## config.mk

```make
export PLATFORM = sky130hd
export DESIGN_NAME = rr_mux_select_arbiter
export DESIGN_NICKNAME = d
export VERILOG_FILES = /design/src/rtl/rr_mux_select_arbiter_pkg.sv /design/src/rtl/rr_mux_select_arbiter_pick.sv /design/src/rtl/rr_mux_select_arbiter.sv
export SDC_FILE = /design/constraint.sdc
export NUM_CORES = 1
export LEC_CHECK = 0
export ABC_CLOCK_PERIOD_IN_PS = 8350
export CAP_MARGIN = 5
export CORE_ASPECT_RATIO = 1.1
export CORE_UTILIZATION = 34
export CTS_CLUSTER_SIZE = 8
export DETAILED_ROUTE_END_ITERATION = 12
export PLACE_DENSITY = 0.52
export SYNTH_ARGS = -nofsm -noshare
export SYNTH_HDL_FRONTEND = slang
export SYNTH_SLANG_ARGS = --single-unit
```

## constraint.sdc

```tcl
create_clock -name CLK -period 8.35 [get_ports CLK]
set_input_delay 2.505 -clock CLK [delete_from_list [all_inputs] [get_ports CLK]]
set_output_delay 2.505 -clock CLK [all_outputs]
set_load 0.05 [all_outputs]
```

## src/rtl/rr_mux_select_arbiter_pkg.sv

```systemverilog
// Shared definitions for the round-robin mux-select arbiter.
// FSM encodings, default sizes and hold-counter width.
package arb_defs;

  typedef enum logic [1:0] {
    ST_IDLE  = 2'b00,
    ST_GRANT = 2'b01,
    ST_TURN  = 2'b10
  } state_e;

  localparam int ARB_NUM_REQ   = 32;
  localparam int ARB_SEL_WIDTH = 5;
  localparam int HOLD_W        = 8;

endpackage

```

## src/rtl/rr_mux_select_arbiter_pick.sv

```systemverilog
// Combinational round-robin winner search starting at ptr.
// Rotate right by ptr, find first set, add ptr back mod NUM_REQ.
module rr_priority_pick
  import arb_defs::*;
#(
  parameter int NUM_REQ   = ARB_NUM_REQ,
  parameter int SEL_WIDTH = ARB_SEL_WIDTH
) (
  input  logic [NUM_REQ-1:0]   req_i,
  input  logic [SEL_WIDTH-1:0] ptr_i,
  output logic [SEL_WIDTH-1:0] win_o,
  output logic                 any_o
);

  localparam logic [SEL_WIDTH:0] NUM_W = (SEL_WIDTH+1)'(NUM_REQ);

  logic [NUM_REQ-1:0]   rot;
  logic [SEL_WIDTH-1:0] off;
  logic [SEL_WIDTH:0]   sum;

  // rotate so that requester ptr lands at bit 0
  always_comb begin
    int idx;
    idx = 0;
    rot = '0;
    for (int i = 0; i < NUM_REQ; i++) begin
      idx = i + int'(ptr_i);
      if (idx >= NUM_REQ) idx = idx - NUM_REQ;
      rot[i] = req_i[idx];
    end
  end

  // lowest set bit of the rotated vector
  always_comb begin
    off = '0;
    for (int i = NUM_REQ - 1; i >= 0; i--) begin
      if (rot[i]) off = SEL_WIDTH'(i);
    end
  end

  assign sum   = {1'b0, off} + {1'b0, ptr_i};
  assign win_o = (sum >= NUM_W) ? SEL_WIDTH'(sum - NUM_W)
                                : sum[SEL_WIDTH-1:0];
  assign any_o = |req_i;

endmodule

```

## src/rtl/rr_mux_select_arbiter.sv

```systemverilog
// Round-robin owner arbiter driving a shared 32:1 mux select.
// Optional hold limit compiled in with ARB_HOLD_TIMEOUT_EN.
module rr_mux_select_arbiter
  import arb_defs::*;
#(
  parameter int NUM_REQ   = ARB_NUM_REQ,
  parameter int SEL_WIDTH = ARB_SEL_WIDTH,
  parameter int MAX_HOLD  = 16
) (
  input  logic                 CLK,
  input  logic                 RST,
  input  logic [NUM_REQ-1:0]   REQ,
  input  logic                 DONE,
  output logic [NUM_REQ-1:0]   GNT,
  output logic [SEL_WIDTH-1:0] SEL,
  output logic                 VALID,
  output logic                 TIMEOUT
);

  if (NUM_REQ < 2 || NUM_REQ > 32 ||
      SEL_WIDTH != $clog2(NUM_REQ) ||
      MAX_HOLD < 1 || MAX_HOLD > 255) begin : g_bad_cfg
    $error("rr_mux_select_arbiter: illegal parameters");
  end

  localparam logic [SEL_WIDTH-1:0] LAST = SEL_WIDTH'(NUM_REQ - 1);
  localparam logic [NUM_REQ-1:0]   ONE  = NUM_REQ'(1);

  state_e state_q, state_d;
  logic [SEL_WIDTH-1:0] ptr_q, ptr_d;
  logic [SEL_WIDTH-1:0] sel_q, sel_d;
  logic [NUM_REQ-1:0]   gnt_q, gnt_d;
  logic                 valid_q, valid_d;
  logic [SEL_WIDTH-1:0] win;
  logic                 any_req;
  logic                 own_req;
  logic                 rel_user;
  logic                 release_c;

  rr_priority_pick #(
    .NUM_REQ   (NUM_REQ),
    .SEL_WIDTH (SEL_WIDTH)
  ) u_pick (
    .req_i (REQ),
    .ptr_i (ptr_q),
    .win_o (win),
    .any_o (any_req)
  );

  assign own_req  = REQ[sel_q];
  assign rel_user = DONE | ~own_req;

`ifdef ARB_HOLD_TIMEOUT_EN
  logic [HOLD_W-1:0] hold_q, hold_d;
  logic              to_q, to_d;
  logic              hold_hit;

  assign hold_hit  = (hold_q == HOLD_W'(MAX_HOLD - 1));
  assign release_c = rel_user | hold_hit;
  assign TIMEOUT   = to_q;
`else
  assign release_c = rel_user;
  assign TIMEOUT   = 1'b0;
`endif

  // state register
  always_ff @(posedge CLK or negedge RST) begin
    if (!RST) state_q <= ST_IDLE;
    else      state_q <= state_d;
  end

  // next-state: IDLE -> GRANT -> TURN -> IDLE
  always_comb begin
    state_d = state_q;
    unique case (state_q)
      ST_IDLE:  if (any_req) state_d = ST_GRANT;
      ST_GRANT: if (release_c) state_d = ST_TURN;
      ST_TURN:  state_d = ST_IDLE;
      default:  state_d = ST_IDLE;
    endcase
  end

  // next values for grant, select, pointer and hold tracking
  always_comb begin
    gnt_d   = gnt_q;
    sel_d   = sel_q;
    valid_d = valid_q;
    ptr_d   = ptr_q;
`ifdef ARB_HOLD_TIMEOUT_EN
    hold_d  = hold_q;
    to_d    = 1'b0;
`endif
    unique case (state_q)
      ST_IDLE: begin
        gnt_d   = '0;
        valid_d = 1'b0;
        if (any_req) begin
          gnt_d   = ONE << win;
          sel_d   = win;
          valid_d = 1'b1;
`ifdef ARB_HOLD_TIMEOUT_EN
          hold_d  = '0;
`endif
        end
      end
      ST_GRANT: begin
        if (release_c) begin
          gnt_d   = '0;
          valid_d = 1'b0;
          ptr_d   = (sel_q == LAST) ? '0
                                    : sel_q + SEL_WIDTH'(1);
`ifdef ARB_HOLD_TIMEOUT_EN
          to_d    = hold_hit & ~rel_user;
`endif
        end else begin
`ifdef ARB_HOLD_TIMEOUT_EN
          if (hold_q != '1) hold_d = hold_q + HOLD_W'(1);
`endif
        end
      end
      default: begin
        gnt_d   = '0;
        valid_d = 1'b0;
      end
    endcase
  end

  // output and pointer registers, cleared asynchronously
  always_ff @(posedge CLK or negedge RST) begin
    if (!RST) begin
      gnt_q   <= '0;
      sel_q   <= '0;
      valid_q <= 1'b0;
      ptr_q   <= '0;
    end else begin
      gnt_q   <= gnt_d;
      sel_q   <= sel_d;
      valid_q <= valid_d;
      ptr_q   <= ptr_d;
    end
  end

`ifdef ARB_HOLD_TIMEOUT_EN
  // hold counter and timeout pulse
  always_ff @(posedge CLK or negedge RST) begin
    if (!RST) begin
      hold_q <= '0;
      to_q   <= 1'b0;
    end else begin
      hold_q <= hold_d;
      to_q   <= to_d;
    end
  end
`endif

  assign GNT   = gnt_q;
  assign SEL   = sel_q;
  assign VALID = valid_q;

endmodule

```

==> flow_metrics.env, run 1 <==
export IMPL_status="finished clean"
export IMPL_synth_fp_nets=655
export IMPL_min_from="GNT[22]"
export IMPL_cp_common_cell="o21ai_0"
export IMPL_gp_congestion=0.921
export IMPL_synth_distinct_cells=63
export IMPL_drt_iter0_markers=415
export IMPL_crit_path_start_kind="primary input"
export IMPL_end_kind="register"
export IMPL_syn_cell_area_sq_um=6130
export IMPL_dpl_hpwl_um=14400
export IMPL_dieArea_sq_um=18600
export IMPL_yosys_area_share_simple=0.201
export IMPL_synth_top_area_frac=0.290
export IMPL_cts_root_buf="clkbuf_16"
export IMPL_crit_type="primary input to register"
export IMPL_postCtsSetupRepairBufs=0
export IMPL_fin_crit_sh=0.892
export IMPL_fillers=1745
export IMPL_r2r_cells=19
export IMPL_min_period_ns=7.45
export IMPL_fin_nets=704
export IMPL_cts_htree_levels=2
export IMPL_vias_per_cell=6.14
export IMPL_worstMarginPinSlew_ns=1.05
export IMPL_finClkSkew_ns=0.00970
export IMPL_cts_clk_slew_worst_paths_ns=0.07
export IMPL_cp_max_fo=6
export IMPL_finalSetupViolCount=0
export IMPL_layout_drive_gt1_share=0.202
export IMPL_max_freq_mhz=134
export IMPL_track_usage=0.211
export IMPL_syn_inst=600
export IMPL_grt_pass1_vias=5414
export IMPL_ff2ff_setup_slack_ns=1.74
export IMPL_ys_seq_area_frac=0.184
export IMPL_first_pass_iters=5
export IMPL_initial_core_util=0.347
export IMPL_synthAdderAreaFrac=0.0421
export IMPL_synth_compound_area_frac=0.0925
export IMPL_hold_viol_final=0
export IMPL_drc=0
export IMPL_holdBufCountCts=0
export IMPL_max_stage_delay_ns=0.57
export IMPL_area_delta_synth_final_pct=16.5
export IMPL_cp_slowest_cell="mux4_1"
export IMPL_drt_wl_total_um=18900
export IMPL_cts_buffers=5
export IMPL_timing_rr_start="ptr_q[2]"
export IMPL_vias=5444
export IMPL_grt_ovfl_total=0
export IMPL_n_antenna_cell=0
export IMPL_die_height_um=143
export IMPL_synth_xor_area_frac=0.0457
export IMPL_rsz0062_at_grt="false"
export IMPL_slew_violations=0
export IMPL_r2r_end="GNT[1]"
export IMPL_synthArstFlopShare=1.00
export IMPL_coreArea_sq_um=17700
export IMPL_grt_max_degree=46
export IMPL_fin_setup_tns_ns=0
export IMPL_cts_resized_gates=0
export IMPL_dieWidth_um=130
export IMPL_grt_pass1_wl_um=30400
export IMPL_rows=51
export IMPL_cts_buffer_depth=2
export IMPL_synth_edff_count=0
export IMPL_io_buffers=72
export IMPL_whs_path_depth=2
export IMPL_cp_data_arrival_time_ns=7.66
export IMPL_synth_top_family_by_area="multiplexers"
export IMPL_synth_main_ff_cell="dfrtp_1"
export IMPL_synth_top_area_cell="mux4_2"
export IMPL_clock_sinks=45
export IMPL_hold_end="GNT[22]"
export IMPL_synthMuxAreaShare=0.387
export IMPL_drtAntennaViolNets=0
export IMPL_ys_warn_count=0
export IMPL_syn_avg_cell_area_sq_um=10.2
export IMPL_ys_ff_latch=45
export IMPL_path_cells="clkdlybuf4s50_1, mux4_2, mux4_1, mux2i_1, a221oi_1, o21ai_0, a211oi_1, nor3b_1, ha_1, inv_1, fa_1, nor2b_1, o21ai_0, nand2b_1, xor2_1, nand3_1, or2_2, o211ai_1"
export IMPL_wl_per_cell_um=21.4
export IMPL_slew_headroom=0.303
export IMPL_grt_antenna_before_repair=0
export IMPL_synthTopCellsByArea="mux4_2 29%, dfrtp_1 18%, mux4_1 4.3%"
export IMPL_io_pins=74
export IMPL_hp_class="register to register"
export IMPL_maxCapViolCount=0
export IMPL_cts_tree="done"
export IMPL_required_ns=8.56
export IMPL_clk_latency_ns=0.29
-- metal layers --
| layer | vias up | global-route usage | part of all wire |
|---|---|---|---|
| met1 | 2750 | 0.290 | 0.43 |
| met5 | - | 0 | 0 |
| li1 | 2417 | - | - |
| met3 | 41 | 0.0311 | 0.062 |
| met4 | 0 | 0.0692 | 0.026 |
| met2 | 236 | 0.341 | 0.48 |
-- cell usage after synthesis, types with 4 or more instances --
cell      count
a21boi_0      5
a21oi_1      13
and3_1        4
buf_1         4
buf_2         7
buf_6         4
clkbuf_1     16
dfrtp_1      45
ha_1         19
inv_1        13
mux2_2        8
mux2i_1      24
mux4_1       10
mux4_2       79
nand2_1      70
nand2b_1      8
nand3_1      44
nand3_2      16
nand4_1       6
nor2_1       47
nor2b_1       7
nor3_1        6
nor4_1       10
o211ai_1      6
o21ai_0      38
or3_1         6
xnor2_1      22
xor2_1       10
-- area by class of cell --
cell class / count / area [sq um] / share of cell area
Clock buffer: 7 / 143 / 0.0200
Sequential cell: 45 / 1130 / 0.158
Multi-Input combinational cell: 501 / 4730 / 0.663
Timing Repair Buffer: 81 / 783 / 0.110
Tap cell: 238 / 298 / 0.0417
Inverter: 15 / 56.3 / 0.00789
-- worst max path at each step --
stage                 start  endpoint  slack (ns)  cells after the start
CTS                  REQ[4]   GNT[17]         1.0                     15
global placement     REQ[3]    GNT[1]        0.82                     15
global route        REQ[28]    GNT[1]        0.57                     19
detailed placement   REQ[4]   GNT[17]        0.71                     15
floorplan            REQ[4]   GNT[17]        1.76                     14
finish               REQ[4]    GNT[1]        0.90                     18
-- kinds of logic after synthesis --
kind of cell,Yosys count
AOI/OAI and AO/OA,89
xor gates and xnor gates,32
adders and majority gates,20
buffers and inverters,54
DFF,45
muxes,121
other,1
and+or+nand+nor,238
-- worst max-delay path, delay by kind of cell --
kind | cells | cell delay, ns
multiplexers | 3 | 1.56
adder cells (fa/ha/maj) | 2 | 0.64
AO/OA/AOI/OAI | 5 | 0.85
XOR/XNOR | 1 | 0.38
AND/OR/NAND/NOR | 5 | 1.12
buffers and inverters | 2 | 0.58
-- through the flow --
step                      setup WS (ns)  hold slack (ns)  cell area (sq um)  utilization  instances
after global placement            0.822            0.467               7000        0.396        880
final                             0.901            0.497               7140        0.404        887
after global routing              0.573            0.519               7140        0.404        887
after floorplan                    1.76            0.652               6130            -        600
after CTS                         0.998            0.499               7140        0.404        887
after detailed placement          0.707            0.479               7000        0.396        880
-- state kept, by name, indices dropped and copies added (netlist names) --
register / flops
VALID: 1
state_q: 2
GNT: 32
SEL: 5
ptr_q: 5
-- placed cells by master (no fill, tap or decap), drive strengths merged, types with 3 or more instances in the layout --
| master | count |
|---|---|
| mux4 | 89 |
| clkdlybuf4s50 | 71 |
| nand2 | 71 |
| nand3 | 60 |
| nor2 | 47 |
| dfrtp | 45 |
| o21ai | 41 |
| mux2i | 24 |
| xnor2 | 22 |
| ha | 19 |
| inv | 13 |
| a21oi | 13 |
| nor4 | 11 |
| xor2 | 10 |
| buf | 10 |
| mux2 | 8 |
| nand2b | 8 |
| nor2b | 7 |
| or3 | 7 |
| clkbuf | 7 |
| nor3 | 6 |
| o211ai | 6 |
| nand4 | 6 |
| a21boi | 5 |
| and3 | 4 |
| and2 | 3 |
| a221o | 3 |
Power of run 1 is not shown: default switching activity piles up to over one toggle a cycle in this logic, so the estimate is an artifact.
==> inputs of run 2 (changes only) <==
Settings changed: CORE_ASPECT_RATIO 1.1 to 0.5.
==> run 2 against run 1 <==
Net effect: worst setup slack improved by 0.025 ns; register-to-register slack worse by 0.09 ns; routed wire length grew 0.85%; core utilization increased by 0.65 points; critical path depth unchanged; cell area rose by 0.51%; sequential share of layout area is 0.080 points lower; clock skew shrank 0.0040 ns; highest routed layer unchanged.
==> flow_metrics.env, run 2 (synthesis results as in run 1) <==
export IMPL_status="finished clean"
export IMPL_hold_viol_final=0
export IMPL_finClkSkew_ns=0.00567
export IMPL_coreArea_sq_um=17500
export IMPL_dieArea_sq_um=18600
export IMPL_fin_nets=705
export IMPL_path_delay_family="multiplexers"
export IMPL_whs_path_depth=2
export IMPL_max_freq_mhz=135
export IMPL_clock_sinks=45
export IMPL_fillers=1685
export IMPL_maxCapViolCount=0
export IMPL_min_period_ns=7.42
export IMPL_crit_start="REQ[9]"
export IMPL_max_stage_delay_ns=0.63
export IMPL_drtAntennaViolNets=0
export IMPL_vias_per_cell=6.08
export IMPL_cts_buffer_depth=2
export IMPL_vias=5383
export IMPL_layout_drive_gt1_share=0.206
export IMPL_wl_met3_um=1630
export IMPL_r2r_cells=20
export IMPL_holdBufCountCts=0
export IMPL_postCtsSetupRepairBufs=0
export IMPL_wl_per_cell_um=21.6
export IMPL_final_cell_mix="79 x mux4_2, 71 x clkdlybuf4s50_1, 70 x nand2_1"
export IMPL_grt_pass1_vias=5254
export IMPL_gp_congestion=0.908
export IMPL_clk_latency_ns=0.29
export IMPL_dpl_hpwl_um=14600
export IMPL_crit_buf_inv=2
export IMPL_timing_rr_start="ptr_q[2]"
export IMPL_finalSetupViolCount=0
export IMPL_ff2ff_setup_slack_ns=1.65
export IMPL_grt_pass1_wl_um=30600
export IMPL_drt_iter0_markers=444
export IMPL_placed_cells=877
export IMPL_cp_max_fo=7
export IMPL_crit_type="primary input to register"
export IMPL_largest_reg_flops=32
export IMPL_final_common_cell="mux4_2"
export IMPL_cp_data_arrival_time_ns=7.63
export IMPL_whs_ns=0.497
export IMPL_worstMarginPinSlew_ns=1.02
export IMPL_fin_crit_sh=0.889
export IMPL_grt_max_degree=46
export IMPL_cts_buffers=5
export IMPL_first_pass_iters=5
export IMPL_cts_clk_slew_worst_paths_ns=0.07
export IMPL_cts_resized_gates=0
export IMPL_cts_htree_levels=2
export IMPL_path_cells="clkdlybuf4s50_1, mux4_2, mux4_2, mux2i_1, o21ai_0, or3_1, a211oi_1, nor3b_1, ha_1, inv_1, fa_1, nor2b_1, o21ai_0, nand2b_1, xor2_1, nand3_1, or2_2, o211ai_1"
export IMPL_top_layer="met4"
export IMPL_crit_path_start_kind="primary input"
export IMPL_setup_ws_ns=0.926
export IMPL_slew_headroom=0.322
export IMPL_track_usage=0.212
export IMPL_io_buffers=72
export IMPL_met1Wirelength_um=8480
export IMPL_cts_tree="done"
export IMPL_hp_class="register to register"
export IMPL_required_ns=8.56
export IMPL_rsz0062_at_grt="false"
export IMPL_wl_met2_um=8640
export IMPL_grt_antenna_before_repair=0
export IMPL_min_from="VALID"
export IMPL_place_ws_ns=0.730
export IMPL_drt_wl_total_um=19100
export IMPL_initial_core_util=0.351
export IMPL_dieWidth_um=192
export IMPL_fin_setup_tns_ns=0
export IMPL_grt_ovfl_total=0
export IMPL_io_pins=74
export IMPL_n_antenna_cell=0
export IMPL_layout_cells_non_filler=885
export IMPL_slew_violations=0
export IMPL_cts_root_buf="clkbuf_16"
export IMPL_cp_slowest_cell="mux4_2"
export IMPL_die_height_um=96.9
export IMPL_hold_end="VALID"
export IMPL_end_kind="register"
export IMPL_rows=34
export IMPL_area_delta_synth_final_pct=17.1
export IMPL_r2r_end="GNT[1]"
export IMPL_drc=0
==> run 2: changes by cell type in the layout (fill, tap and decap cells not counted), sizes merged <==
cell | previous run | this run
bufinv | 0 | 1
clkinvlp | 0 | 1
clkbuf | 7 | 6
buf | 10 | 11
==> run 2: per-stage QoR <==
step                      instance area [sq um]   util
after detailed placement                   7000  0.400
after global placement                     7000  0.400
after CTS                                  7180  0.410
after floorplan                            6130      -
after global routing                       7180  0.410
final                                      7180  0.410
==> run 2: worst register-to-register path, stage by stage, from the launching register on <==
cell,delay [ns]
dfrtp_1,0.88
clkinv_1,0.65
ha_1,0.39
a21oi_1,0.17
xnor2_1,0.44
mux4_1,0.68
o21ai_0,0.47
nand2_1,0.11
a31oi_1,0.22
a211oi_1,0.10
nor3b_1,0.32
ha_1,0.23
inv_1,0.05
fa_1,0.43
nor2b_1,0.12
o21ai_0,0.08
nand2b_1,0.13
xor2_1,0.39
nand3_1,0.21
or2_2,0.35
o211ai_1,0.17
==> run 2: layer usage <==
metal,global-route usage,up-vias
met5,0,-
met4,0.0507,0
met3,0.0475,24
met2,0.327,208
met1,0.301,2723
li1,-,2428
==> run 2: layout make-up <==
type	instances	area, sq um	area share
Inverter	15	56.3	0.00785
Sequential cell	45	1130	0.157
Tap cell	234	293	0.0408
Clock buffer	6	139	0.0194
Timing Repair Buffer	82	791	0.110
Clock inverter	2	37.5	0.00523
Multi-Input combinational cell	501	4730	0.660
==> run 2: how the worst max path moves through the flow <==
stage	to	cells after the start
floorplan	GNT[17]	14
global placement	GNT[17]	15
detailed placement	GNT[1]	19
CTS	GNT[1]	19
global route	GNT[21]	20
finish	GNT[1]	18
Power of run 2 is left out for the same reason.
==> inputs of run 3 (changes only) <==
Settings changed: HOLD_SLACK_MARGIN set to 0.05.
==> results of run 3 <==
Same layout as run 2: the final DEF is identical, and so are final timing and power.
Power of run 3 is left out for the same reason.
